`config.mk`:
```
export PLATFORM = sky130hd
export DESIGN_NAME = find_bw_left_edge
export DESIGN_NICKNAME = d
export VERILOG_FILES = /design/src/rtl/find_bw_pkg.sv /design/src/rtl/find_bw_left_edge.sv
export SDC_FILE = /design/constraint.sdc
export NUM_CORES = 1
export LEC_CHECK = 0
export BUFFER_PORTS_ARGS = -buffer_cell sky130_fd_sc_hd__buf_2
export CORE_AREA = 2 2 348 350
export CTS_BUF_LIST = sky130_fd_sc_hd__clkbuf_4
export DETAILED_ROUTE_END_ITERATION = 10
export DIE_AREA = 0 0 350 352
export PLACE_DENSITY = 0.37
export SETUP_SLACK_MARGIN = 0.05
export SLEW_MARGIN = 10
export SYNTH_ARGS = -nofsm -noshare
export SYNTH_HDL_FRONTEND = slang
export SYNTH_SLANG_ARGS = --single-unit
```
`constraint.sdc`:
```
create_clock -name clk_i -period 12.1 [get_ports clk_i]
set_input_delay 1.815 -clock clk_i [delete_from_list [all_inputs] [get_ports clk_i]]
set_output_delay 1.815 -clock clk_i [all_outputs]
set_load 0.02 [all_outputs]
```
`src/rtl/find_bw_pkg.sv`:
```
// Shared types and default sizing for the bandwidth left-edge finder.
// Holds the search FSM encoding and the default widths.
package find_bw_pkg;

  typedef enum logic [1:0] {
    S_IDLE = 2'd0,
    S_PEAK = 2'd1,
    S_SCAN = 2'd2,
    S_DONE = 2'd3
  } state_e;

  localparam int ACCUM_WIDTH_DEF    = 18;
  localparam int FREQ_BIN_WIDTH_DEF = 16;
  localparam int THRESHOLD_DB_DEF   = 7680;
  localparam int NUM_ACCUMS_DEF     = 24;

endpackage

```
`src/rtl/find_bw_left_edge.sv`:
```
// Finds the spectrum peak, then walks left to the first point
// that falls strictly below (peak - threshold).
module find_bw_left_edge
  import find_bw_pkg::*;
#(
  parameter int ACCUM_WIDTH    = ACCUM_WIDTH_DEF,
  parameter int FREQ_BIN_WIDTH = FREQ_BIN_WIDTH_DEF,
  parameter int THRESHOLD_DB   = THRESHOLD_DB_DEF,
  parameter int NUM_ACCUMS     = NUM_ACCUMS_DEF
) (
  input  logic                                     clk_i,
  input  logic                                     rst_i,
  input  logic                                     start_i,
  input  logic [NUM_ACCUMS*ACCUM_WIDTH-1:0]        accumulator_val_i,
  input  logic [NUM_ACCUMS*FREQ_BIN_WIDTH-1:0]     freq_bin_i,
  output logic [FREQ_BIN_WIDTH-1:0]                f1_o,
  output logic [FREQ_BIN_WIDTH-1:0]                f2_o,
  output logic signed [ACCUM_WIDTH-1:0]            L1_o,
  output logic signed [ACCUM_WIDTH-1:0]            L2_o,
  output logic                                     valid_o,
  output logic                                     busy_o
);

  localparam int AW = ACCUM_WIDTH;
  localparam int FW = FREQ_BIN_WIDTH;
  localparam int IW = $clog2(NUM_ACCUMS);

  localparam logic [IW-1:0]        LAST = IW'(NUM_ACCUMS - 1);
  localparam logic [IW-1:0]        ONE  = IW'(1);
  localparam logic signed [AW:0]   THR  = (AW+1)'(THRESHOLD_DB);

  logic signed [AW-1:0] acc_a [NUM_ACCUMS];
  logic [FW-1:0]        fb_a  [NUM_ACCUMS];

  always_comb begin
    for (int i = 0; i < NUM_ACCUMS; i++) begin
      acc_a[i] = accumulator_val_i[i*AW +: AW];
      fb_a[i]  = freq_bin_i[i*FW +: FW];
    end
  end

  state_e               state_q, state_d;
  logic [IW-1:0]        idx_q, idx_d;
  logic [IW-1:0]        pidx_q, pidx_d;
  logic signed [AW-1:0] peak_q, peak_d;
  logic [FW-1:0]        f1_q, f1_d, f2_q, f2_d;
  logic signed [AW-1:0] l1_q, l1_d, l2_q, l2_d;
  logic                 valid_q, valid_d;

  logic [IW-1:0]        idx_p1;
  logic signed [AW-1:0] cur, nxt;
  logic signed [AW:0]   cur_x, level;

  assign idx_p1 = idx_q + ONE;
  assign cur    = acc_a[idx_q];
  assign nxt    = acc_a[idx_p1];
  assign cur_x  = {cur[AW-1], cur};
  // One extra bit so the level never wraps.
  assign level  = {peak_q[AW-1], peak_q} - THR;

  always_comb begin
    state_d = state_q;
    idx_d   = idx_q;
    pidx_d  = pidx_q;
    peak_d  = peak_q;
    f1_d    = f1_q;
    f2_d    = f2_q;
    l1_d    = l1_q;
    l2_d    = l2_q;
    valid_d = valid_q;
    unique case (state_q)
      S_IDLE, S_DONE: begin
        if (start_i) begin
          valid_d = 1'b0;
          peak_d  = acc_a[0];
          pidx_d  = '0;
          idx_d   = ONE;
          state_d = S_PEAK;
        end
      end
      S_PEAK: begin
        if (cur > peak_q) begin
          peak_d = cur;
          pidx_d = idx_q;
        end
        if (idx_q == LAST) begin
          if (pidx_d == '0) begin
            f1_d    = fb_a[0];
            f2_d    = fb_a[0];
            l1_d    = acc_a[0];
            l2_d    = acc_a[0];
            valid_d = 1'b1;
            state_d = S_DONE;
          end else begin
            idx_d   = pidx_d - ONE;
            state_d = S_SCAN;
          end
        end else begin
          idx_d = idx_p1;
        end
      end
      S_SCAN: begin
        if (cur_x < level) begin
          f1_d    = fb_a[idx_q];
          f2_d    = fb_a[idx_p1];
          l1_d    = cur;
          l2_d    = nxt;
          valid_d = 1'b1;
          state_d = S_DONE;
        end else if (idx_q == '0) begin
          f1_d    = fb_a[0];
          f2_d    = fb_a[0];
          l1_d    = acc_a[0];
          l2_d    = acc_a[0];
          valid_d = 1'b1;
          state_d = S_DONE;
        end else begin
          idx_d = idx_q - ONE;
        end
      end
      default: state_d = S_IDLE;
    endcase
  end

  always_ff @(posedge clk_i) begin
    if (rst_i) begin
      state_q <= S_IDLE;
      idx_q   <= '0;
      pidx_q  <= '0;
      peak_q  <= '0;
      f1_q    <= '0;
      f2_q    <= '0;
      l1_q    <= '0;
      l2_q    <= '0;
      valid_q <= 1'b0;
    end else begin
      state_q <= state_d;
      idx_q   <= idx_d;
      pidx_q  <= pidx_d;
      peak_q  <= peak_d;
      f1_q    <= f1_d;
      f2_q    <= f2_d;
      l1_q    <= l1_d;
      l2_q    <= l2_d;
      valid_q <= valid_d;
    end
  end

  assign f1_o    = f1_q;
  assign f2_o    = f2_q;
  assign L1_o    = l1_q;
  assign L2_o    = l2_q;
  assign valid_o = valid_q;
  assign busy_o  = (state_q == S_PEAK) || (state_q == S_SCAN);

endmodule

```
Word-level counts from Yosys, hierarchy flattened:

Index checks and enable logic that the tools add are counted.

* $add $sub $neg: 4
* magnitude comparators: 4
* eq/ne operators: 12
* muxes and demuxes: 51
* bitwise logic cells: 2
* reduce and logical (&&, ||, !) cells: 13

Operators with widths (number)
* 18-bit two-way mux: 11
* 18-bit binary-select mux with 5-bit select: 2
* 16-bit binary-select mux with 5-bit select: 2
* 16-bit two-way mux: 9
* 18-bit one-hot mux with 2 select lines: 3
* 16-bit one-hot mux with 2 select lines: 2
* 5-bit two-way mux: 8
* 18-bit by 19-bit less-than comparator with 1-bit output: 1
* 18-bit by 14-bit subtractor with 19-bit output (second input constant): 1
* 18-bit greater-than comparator: 1
* 5-bit one-hot mux with 3 select lines: 1
* 6-bit >= comparator (second input constant): 2
* 2-bit inequality test (second input constant): 6
* 5-bit NOT with 6-bit output: 2
* 4-bit AND reduction: 3
* 5-bit zero test: 2
* 5-bit one-hot mux with 2 select lines: 1
* 5-bit by 1-bit subtractor with 5-bit output (second input constant): 2
* 2-bit two-way mux: 4
* 1-bit two-way mux: 6
* 3-bit inequality test (second input constant): 2
* 2-bit one-hot mux with 3 select lines: 1
* 3-bit AND reduction: 2
* 5-bit by 1-bit adder with 5-bit output (second input constant): 1
* other kinds (9): 11

* flip-flop bits (word level): 99
* bits of input ports: 819
* output and inout bits: 70
* word-level logic and storage cells: 95

Longest topological paths before layout:

Gate-level depths: netlist of the first run.

* depth in word-level cells: 11
* gate-level depth with buffers: 26

Least setup slack after synthesis of the first run:

OpenSTA, ideal clock, no wires.

* path kind: input-to-reg
* start: input accumulator_val_i[287]
* end: register l1_q[3] (netlist: L1_o[3])
* setup time: 71 ps
* arrival time: 6252 ps
* required time: 12029 ps
* slack: 5777 ps
* stages: 21
* cells stage by stage: mux4_2 -> mux4_2 -> nand2_1 -> o21ai_0 -> ha_1 -> nand4_1 -> nor3_1 -> a21oi_1 -> and4_1 -> or3_1 -> buf_6 -> clkbuf_1 -> a21oi_1 -> ha_1 -> nor4b_1 -> o31a_1 -> o311a_1 -> buf_2 -> buf_2 -> o211ai_1 -> a21oi_1

* longest elaborated chain between the ends: 9
* elaborated cells on any way between the ends: 13
* classes of those cells: order compare (2); eq/ne (2); mux (7); reduce/logical (2)

RTL lines
* start: declaration: RTL line find_bw_left_edge.sv:14 `input logic [NUM_ACCUMS*ACCUM_WIDTH-1:0] accumulator_val_i,`
* 18-bit binary-select mux with 5-bit select *: RTL line find_bw_left_edge.sv:55 `assign cur = acc_a[idx_q];`
* 18-bit two-way mux (not written as such) * (2 in series): RTL line find_bw_left_edge.sv:55
* 18-bit greater-than comparator: RTL line find_bw_left_edge.sv:82 `if (cur > peak_q) begin`
* 5-bit two-way mux: RTL line find_bw_left_edge.sv:82
* 5-bit two-way mux: RTL line find_bw_left_edge.sv:71 `unique case (state_q)`
* 5-bit zero test: RTL line find_bw_left_edge.sv:87 `if (pidx_d == '0) begin`
* 2-bit inequality test (no source line)
* 4-bit AND reduction (no source line)
* end signal: assignment: RTL line find_bw_left_edge.sv:143 `l1_q <= l1_d;`
* end: declaration: RTL line find_bw_left_edge.sv:47 `logic signed [AW-1:0] l1_q, l1_d, l2_q, l2_d;`

Every way passes the cells marked *; elsewhere a longest branch is shown, timed or not. The select of a mux whose other input is x is not followed.
A chain may end at the register's enable or synchronous reset.

Worst setup path in the final report of the first run:

* start: register idx_q[0]
* end: register f1_q[5] (netlist: f1_o[5])

* longest elaborated chain between the ends: 10
* elaborated cells on any way between the ends: 20
* classes of those cells: order compare (2); eq/ne (4); mux (10); bitwise (1); reduce/logical (3)

RTL lines
* start: declaration: RTL line find_bw_left_edge.sv:43 `logic [IW-1:0] idx_q, idx_d;`
* start signal: assignment: RTL line find_bw_left_edge.sv:138 `idx_q <= idx_d;`
* 5-bit NOT with 6-bit output (not written as such): RTL line find_bw_left_edge.sv:55, find_bw_left_edge.sv:104
* 18-bit binary-select mux with 5-bit select: RTL line find_bw_left_edge.sv:55
* 18-bit two-way mux (not written as such) (2 in series): RTL line find_bw_left_edge.sv:55
* 18-bit greater-than comparator: RTL line find_bw_left_edge.sv:82
* 5-bit two-way mux: RTL line find_bw_left_edge.sv:82
* 5-bit two-way mux: RTL line find_bw_left_edge.sv:71
* 5-bit zero test: RTL line find_bw_left_edge.sv:87
* 2-bit inequality test (no source line)
* 4-bit AND reduction (no source line)
* end signal: assignment: RTL line find_bw_left_edge.sv:131 `f1_q <= '0;`
* end signal: assignment: RTL line find_bw_left_edge.sv:141 `f1_q <= f1_d;`
* end: declaration: RTL line find_bw_left_edge.sv:46 `logic [FW-1:0] f1_q, f1_d, f2_q, f2_d;`

Parallel ways exist; a longest one is shown, timed or not. The select of a mux whose other input is x is not followed.

==> results of run 1 <==
-- cell type report --
class / count / area, sq um
multi-input combinational: 1267 / 15400
sequential: 99 / 2000
inverter: 30 / 113
antenna: 28 / 70.1
clock inverter: 7 / 83.8
timing repair buffer: 921 / 4730
tap: 1612 / 2020
clock buffer: 9 / 67.6
fill: 13200 / 94800
-- power breakdown --
part | leakage, nW | internal, mW | total [mW] | switching [mW]
logic | 8.20 | 1.95 | 4.37 | 2.42
registers | 0.813 | 0.453 | 0.579 | 0.126
clock network | 0.0791 | 0.0488 | 0.217 | 0.168
-- flip-flops by register name, indices dropped and copies added, names as in the netlist --
| name | cells |
|---|---|
| L2_o | 18 |
| L1_o | 18 |
| valid_o | 1 |
| f2_o | 16 |
| pidx_q | 5 |
| f1_o | 16 |
| state_q | 2 |
| idx_q | 5 |
| peak_q | 18 |
-- path summary, 6_finish.rpt --
check / end / slack [ps] / depth (start not counted)
min: L1_o[17]$_SDFFE_PP0P_ / 460 / 2
max: f1_o[5]$_SDFFE_PP0P_ / 4320 / 20
max reg2reg: f1_o[5]$_SDFFE_PP0P_ / 4320 / 20
min reg2reg: L1_o[17]$_SDFFE_PP0P_ / 460 / 2
-- per-stage QoR --
stage	hold WS [ps]	power [mW]
global placement	440	5.00
floorplan	432	3.55
finish	459	5.16
detailed placement	441	4.98
CTS	463	5.21
global route	478	5.52
-- worst max-delay path, stage by stage, from the launching register on --
cell	delay, ps
dfxtp_4	670
buf_12	540
buf_4	640
mux4_2	600
mux4_2	500
nand2_1	170
o21ai_0	220
ha_1	400
nand4_1	140
nor3_1	210
a21oi_1	100
a21oi_1	380
or3_1	550
nor2_1	100
a21oi_1	150
ha_1	170
nor4b_1	410
o31a_1	350
o311a_4	860
o211ai_1	210
a21oi_1	210
-- placed cells by master, fill, tap and decap left out, types with 4 or more instances in the layout --
cell	count
buf_2	887
mux4_2	475
nand2_1	271
a21oi_1	110
dfxtp_1	95
o211ai_1	82
nor2_1	58
a22oi_1	41
mux2i_1	35
ha_1	34
buf_4	31
diode_2	28
inv_1	28
o21ai_0	22
or3_1	20
nand2b_1	20
xnor2_1	10
clkbuf_4	9
nor3_1	7
nand4_1	7
nand3_1	5
a22o_1	5
dfxtp_4	4
-- routing by layer --
metal  wire length (microns)  up-vias  share of wire
met5                     214        -         0.0017
met4                    1720       34          0.014
met1                   58200    10500           0.46
met3                   12400      126          0.098
met2                   53800     1124           0.43
li1                        -     8141              -
-- cell families (layout without fill, tap and decap cells) --
group	Yosys count	in the layout	share of synthesized area
mux	511	511	0.606
other cells	0	28	0
simple gates	407	407	0.0951
buf+inv	214	967	0.0506
compound gates	298	298	0.107
fa+ha+maj	36	36	0.0247
flops	99	99	0.109
xor+xnor	15	15	0.00720
==> out/metrics.csv, run 1 <==
metric;value;unit
yosys_warnings;0;
dpl.cell_count;3929;
die_w;350;microns
grt_util_met3;0.0540;
synth-seq-cells;99;
first_iter_violations;1951;
final-instance-count-excl-fill;3973;
synthDistinctLibCells;57;
yosys-top-cells-area;mux4_2, dfxtp_1, nand2_1;
pre_cts_ws;4190;ps
clk_pin_slew;220;ps
dpl_cell_area;0.0243;sq mm
grt_max_degree;138;
hp-start;L1_o[17]$_SDFFE_PP0P_;
post-cts-setup-buffers;0;
timing.fmax;129;MHz
start_kind;flop;
final.setup.worst_slack;4320;ps
critPathMaxFanout;113;
synth_top_flop_cell;dfxtp_1;
timing.rr.start;idx_q[0]$_SDFFE_PP0P_;
place.detailed.hpwl;106;mm
tns;0;ps
synth_area;0.0182;sq mm
grt_util_met1;0.298;
status;finished, final reports clean;
grt_overflow;0;
syn2layout_area_growth;34.4;%
hold_viol;0;
final_nets;3183;
crit_type;flop to flop;
leakage;9.09;nW
routed_wl;126;mm
vias;19900;
ys_seq_area_frac;0.109;
tightestPinTransition;1090;ps
synthTopCellsByCount;mux4_2, nand2_1, a21oi_1;
start_util;0.153;
top_usage_layer;met1;
antenna_found_initial;80;
die_area;0.123;sq mm
hp-class;flop to flop;
fp.dieH;352;microns
maxCapViolations;0;
cp.required;12630;ps
grt_pass1_vias;19500;
htreeDepth;3;
grt_pass1_wl;171;mm
cts_buffers;9;
irDropWorstVdd;0.000144;V
drc;0;
rsz0062_at_grt;false;
cts_tree;done;
vias_per_cell;5.01;
place.port_buffers;888;
yosysMostFrequentCell;mux4_2;
final_layout_size_suffix_gt1_frac;0.615;
track_usage;0.199;
grtUsageMet2;0.287;
netlist.area_leader.share;0.587;
worstPathArrival;8310;ps
utilization;0.205;
core;0.119;sq mm
async_reset_ff_frac;0;
drv_slew;0;
finalCritPeriodShare;0.643;
pwr_density_cell;211;mW/mm^2
finalClockSkew;58.8;ps
avgRoutedWirePerCell;31.8;microns
row_count;127;
synth_edf_count;0;
synth_area_leader_cell;mux4_2;
cts_sinks;99;
dr.pass1.iters;5;
critPathCaptureType;flop;
cts_root_buf;clkbuf_4;
final_area;0.0245;sq mm
ant_nets;0;
period_minus_slack;7780;ps
setup_viol_count_final;0;
ctsResizeCount;0;
pin_count;889;
relSlewSlack;0.272;
gp_congestion;0.938;
crit_path_start;idx_q[0]$_SDFFE_PP0P_;
avgSynthCellArea;11.5;sq um
syn_inst;1580;
clock_latency;650;ps
clock_path_buffers;2;
synth_fp_nets;2435;
hold_buffers;0;
Power figures use the tool's default switching activity.
==> run 2: changes to the inputs <==
ABC_AREA = 1   (was unset)
PLACE_DENSITY = 0.39   (was 0.37)
clock period = 8 ns   (was 12.1 ns; I/O delays follow)
==> run 2 against run 1 <==
First-iteration DRC count rose by 84%. Worst setup slack got worse by 2900 ps. Critical path depth rose by 4. Cell area rose by 7.5%. Sequential power rose by 54%. Worst hold slack got worse by 1.5 ps. Combinational power rose by 89%. Via count rose by 59%.
==> out/metrics.csv, run 2 <==
metric;value;unit;change
cp.required;8510;ps;-4120 ps
tns;0;ps;unchanged
hp-class;flop to flop;;
hold_depth;2;;unchanged
period_minus_slack;6620;ps;-1160 ps
p_total;9.49;mW;+84%
hold_buffers;0;;unchanged
place.port_buffers;888;;unchanged
synth_area_leader_cell;o21ai_0;;
timing.fmax;151;MHz;+18%
core;0.119;sq mm;unchanged
start_kind;flop;;
irDropWorstVdd;0.000241;V;+68%
synth_edf_count;0;;unchanged
dpl.cell_count;6120;;+56%
pre_cts_ws;1530;ps;-2660 ps
grt_overflow;0;;unchanged
multi_input_area;0.0154;sq mm;-0.46%
crit_path_start;idx_q[0]$_SDFFE_PP0P_;;
critPathMaxFanout;139;;+23%
gp_congestion;0.993;;+5.9%
fp.dieH;352;microns;unchanged
htreeDepth;3;;unchanged
start_util;0.171;;+0.0183
pin_count;889;;unchanged
antenna_found_initial;100;;+25%
avgSynthCellArea;5.20;sq um;-55%
maxCapViolations;0;;unchanged
post-cts-setup-buffers;0;;unchanged
cts_buffers;9;;unchanged
place.detailed.hpwl;140;mm;+32%
vias;31600;;+59%
final.setup.worst_slack;1380;ps;-2940 ps
grt_pass1_wl;232;mm;+36%
syn2layout_area_growth;29.0;%;
hold_viol;0;;unchanged
leakage;11.7;nW;+29%
worstPathArrival;7130;ps;-1180 ps
ctsResizeCount;0;;unchanged
syn_inst;3929;;+150%
die_w;350;microns;unchanged
synthDistinctLibCells;42;;-26%
crit_type;flop to flop;;
final-instance-count-excl-fill;6184;;+56%
area.sequential;0.00199;sq mm;-0.19%
critPathCaptureType;flop;;
async_reset_ff_frac;0;;unchanged
clk_pin_slew;230;ps;about the same
die_area;0.123;sq mm;unchanged
grt_pass1_vias;29000;;+49%
finalClockSkew;64.0;ps;+5.29 ps
setup_viol_count_final;0;;unchanged
pwr_density_cell;360;mW/mm^2;+71%
synth-seq-cells;99;;unchanged
final_layout_size_suffix_gt1_frac;0.226;;-0.389
avgRoutedWirePerCell;28.0;microns;-12%
vias_per_cell;5.11;;+1.9%
hp-start;L2_o[1]$_SDFFE_PP0P_;;
cts_root_buf;clkbuf_4;;
track_usage;0.266;;+0.0666
yosys-top-cells-area;o21ai_0, a21oi_1, dfxtp_1;;
tightestPinTransition;1050;ps;-37.8 ps
status;finished, final reports clean;;
mostFrequentLayoutCell;o21ai_0;;
synthTopCellsByCount;o21ai_0, a21oi_1, nand2_1;;
utilization;0.221;;+0.0153
grt_max_degree;220;;+59%
yosys_warnings;0;;unchanged
ant_nets;0;;unchanged
cts_tree;done;;
synth_area;0.0204;sq mm;+12%
first_iter_violations;3584;;+84%
finalCritPeriodShare;0.827;;+0.184
timing.rr.start;idx_q[0]$_SDFFE_PP0P_;;
netlist.area_leader.share;0.254;;-0.333
drv_slew;0;;unchanged
synth_top_flop_cell;dfxtp_1;;
rsz0062_at_grt;false;;
dr.pass1.iters;6;;+1
ys_seq_area_frac;0.0970;;-0.0116
clock_path_buffers;2;;unchanged
fill_cells;14200;;+6.9%
cts_sinks;99;;unchanged
clock_latency;610;ps;-40 ps
mostFrequentLayoutCells;o21ai_0, buf_2, a21oi_1;;
row_count;127;;unchanged
dpl_cell_area;0.0261;sq mm;+7.3%
hold_ws;457;ps;-1.54 ps
drc;0;;unchanged
final_nets;5374;;+69%
synth_fp_nets;4784;;+96%
relSlewSlack;0.293;;+0.0210
routed_wl;173;mm;+37%
reg2reg_depth;24;;+20%
yosysMostFrequentCell;o21ai_0;;
final_area;0.0263;sq mm;+7.5%
## run 2: cell types whose count changed in the layout (fill, tap and decap cells not counted), moves of 210 or more
cell     change
a21oi_1    +491
inv_1      +391
mux4_2     -475
nand2_1    +210
nor2_1     +237
o21ai_0   +1013
## run 2: area by class of cell
class | count | share of cell area
Antenna cell | 48 | 0.00456
Timing Repair Buffer | 959 | 0.192
Clock buffer | 9 | 0.00256
Sequential cell | 99 | 0.0757
Clock inverter | 7 | 0.00337
Tap cell | 1612 | 0.0766
Multi-Input combinational cell | 3018 | 0.583
Inverter | 432 | 0.0622
## run 2: critical path, cell delays in order (launching register included)
cell and delay (ps):
dfxtp_4 730, inv_8 340, buf_12 360, o21ai_0 200, o22ai_1 180, a211oi_1 910
a21oi_1 410, ha_1 440, a21o_1 190, nor2_1 100, nand2_1 60, nor2_1 150
nand2_1 90, nand2_2 130, nand3_4 120, nand2_1 80, nand2_1 90, inv_1 90
ha_1 150, nand2_2 70, o21ai_4 200, nand3_4 530, buf_4 440, o21ai_0 190
a21oi_1 60
## run 2: final timing paths
kind,to,slack (ps)
max reg2reg,f1_o[2]$_SDFFE_PP0P_,1380
min reg2reg,L2_o[1]$_SDFFE_PP0P_,460
min,L2_o[1]$_SDFFE_PP0P_,460
max,f1_o[2]$_SDFFE_PP0P_,1380
## run 2: kinds of logic after synthesis
group	Yosys count	synth area share
AO/OA/AOI/OAI	1963	0.519
XOR/XNOR	11	0.00472
adder cells (fa/ha/maj)	36	0.0220
buffers and inverters	812	0.155
flip-flops	99	0.0970
multiplexers	3	0.00147
AND/OR/NAND/NOR	1005	0.201
## run 2: routing by layer
layer  track usage  up-vias  routed length, microns
met2         0.452     1480                   82600
met5             0        -                     235
met3        0.0458      251                   13300
met4         0.104       42                    7150
li1              -    14900                       -
met1         0.330    14900                   69800
## run 2: report_power, final
part / switching [mW] / internal (mW)
clock network: 0.258 / 0.0791
registers: 0.182 / 0.708
logic: 5.98 / 2.28
total: 6.42 / 3.07
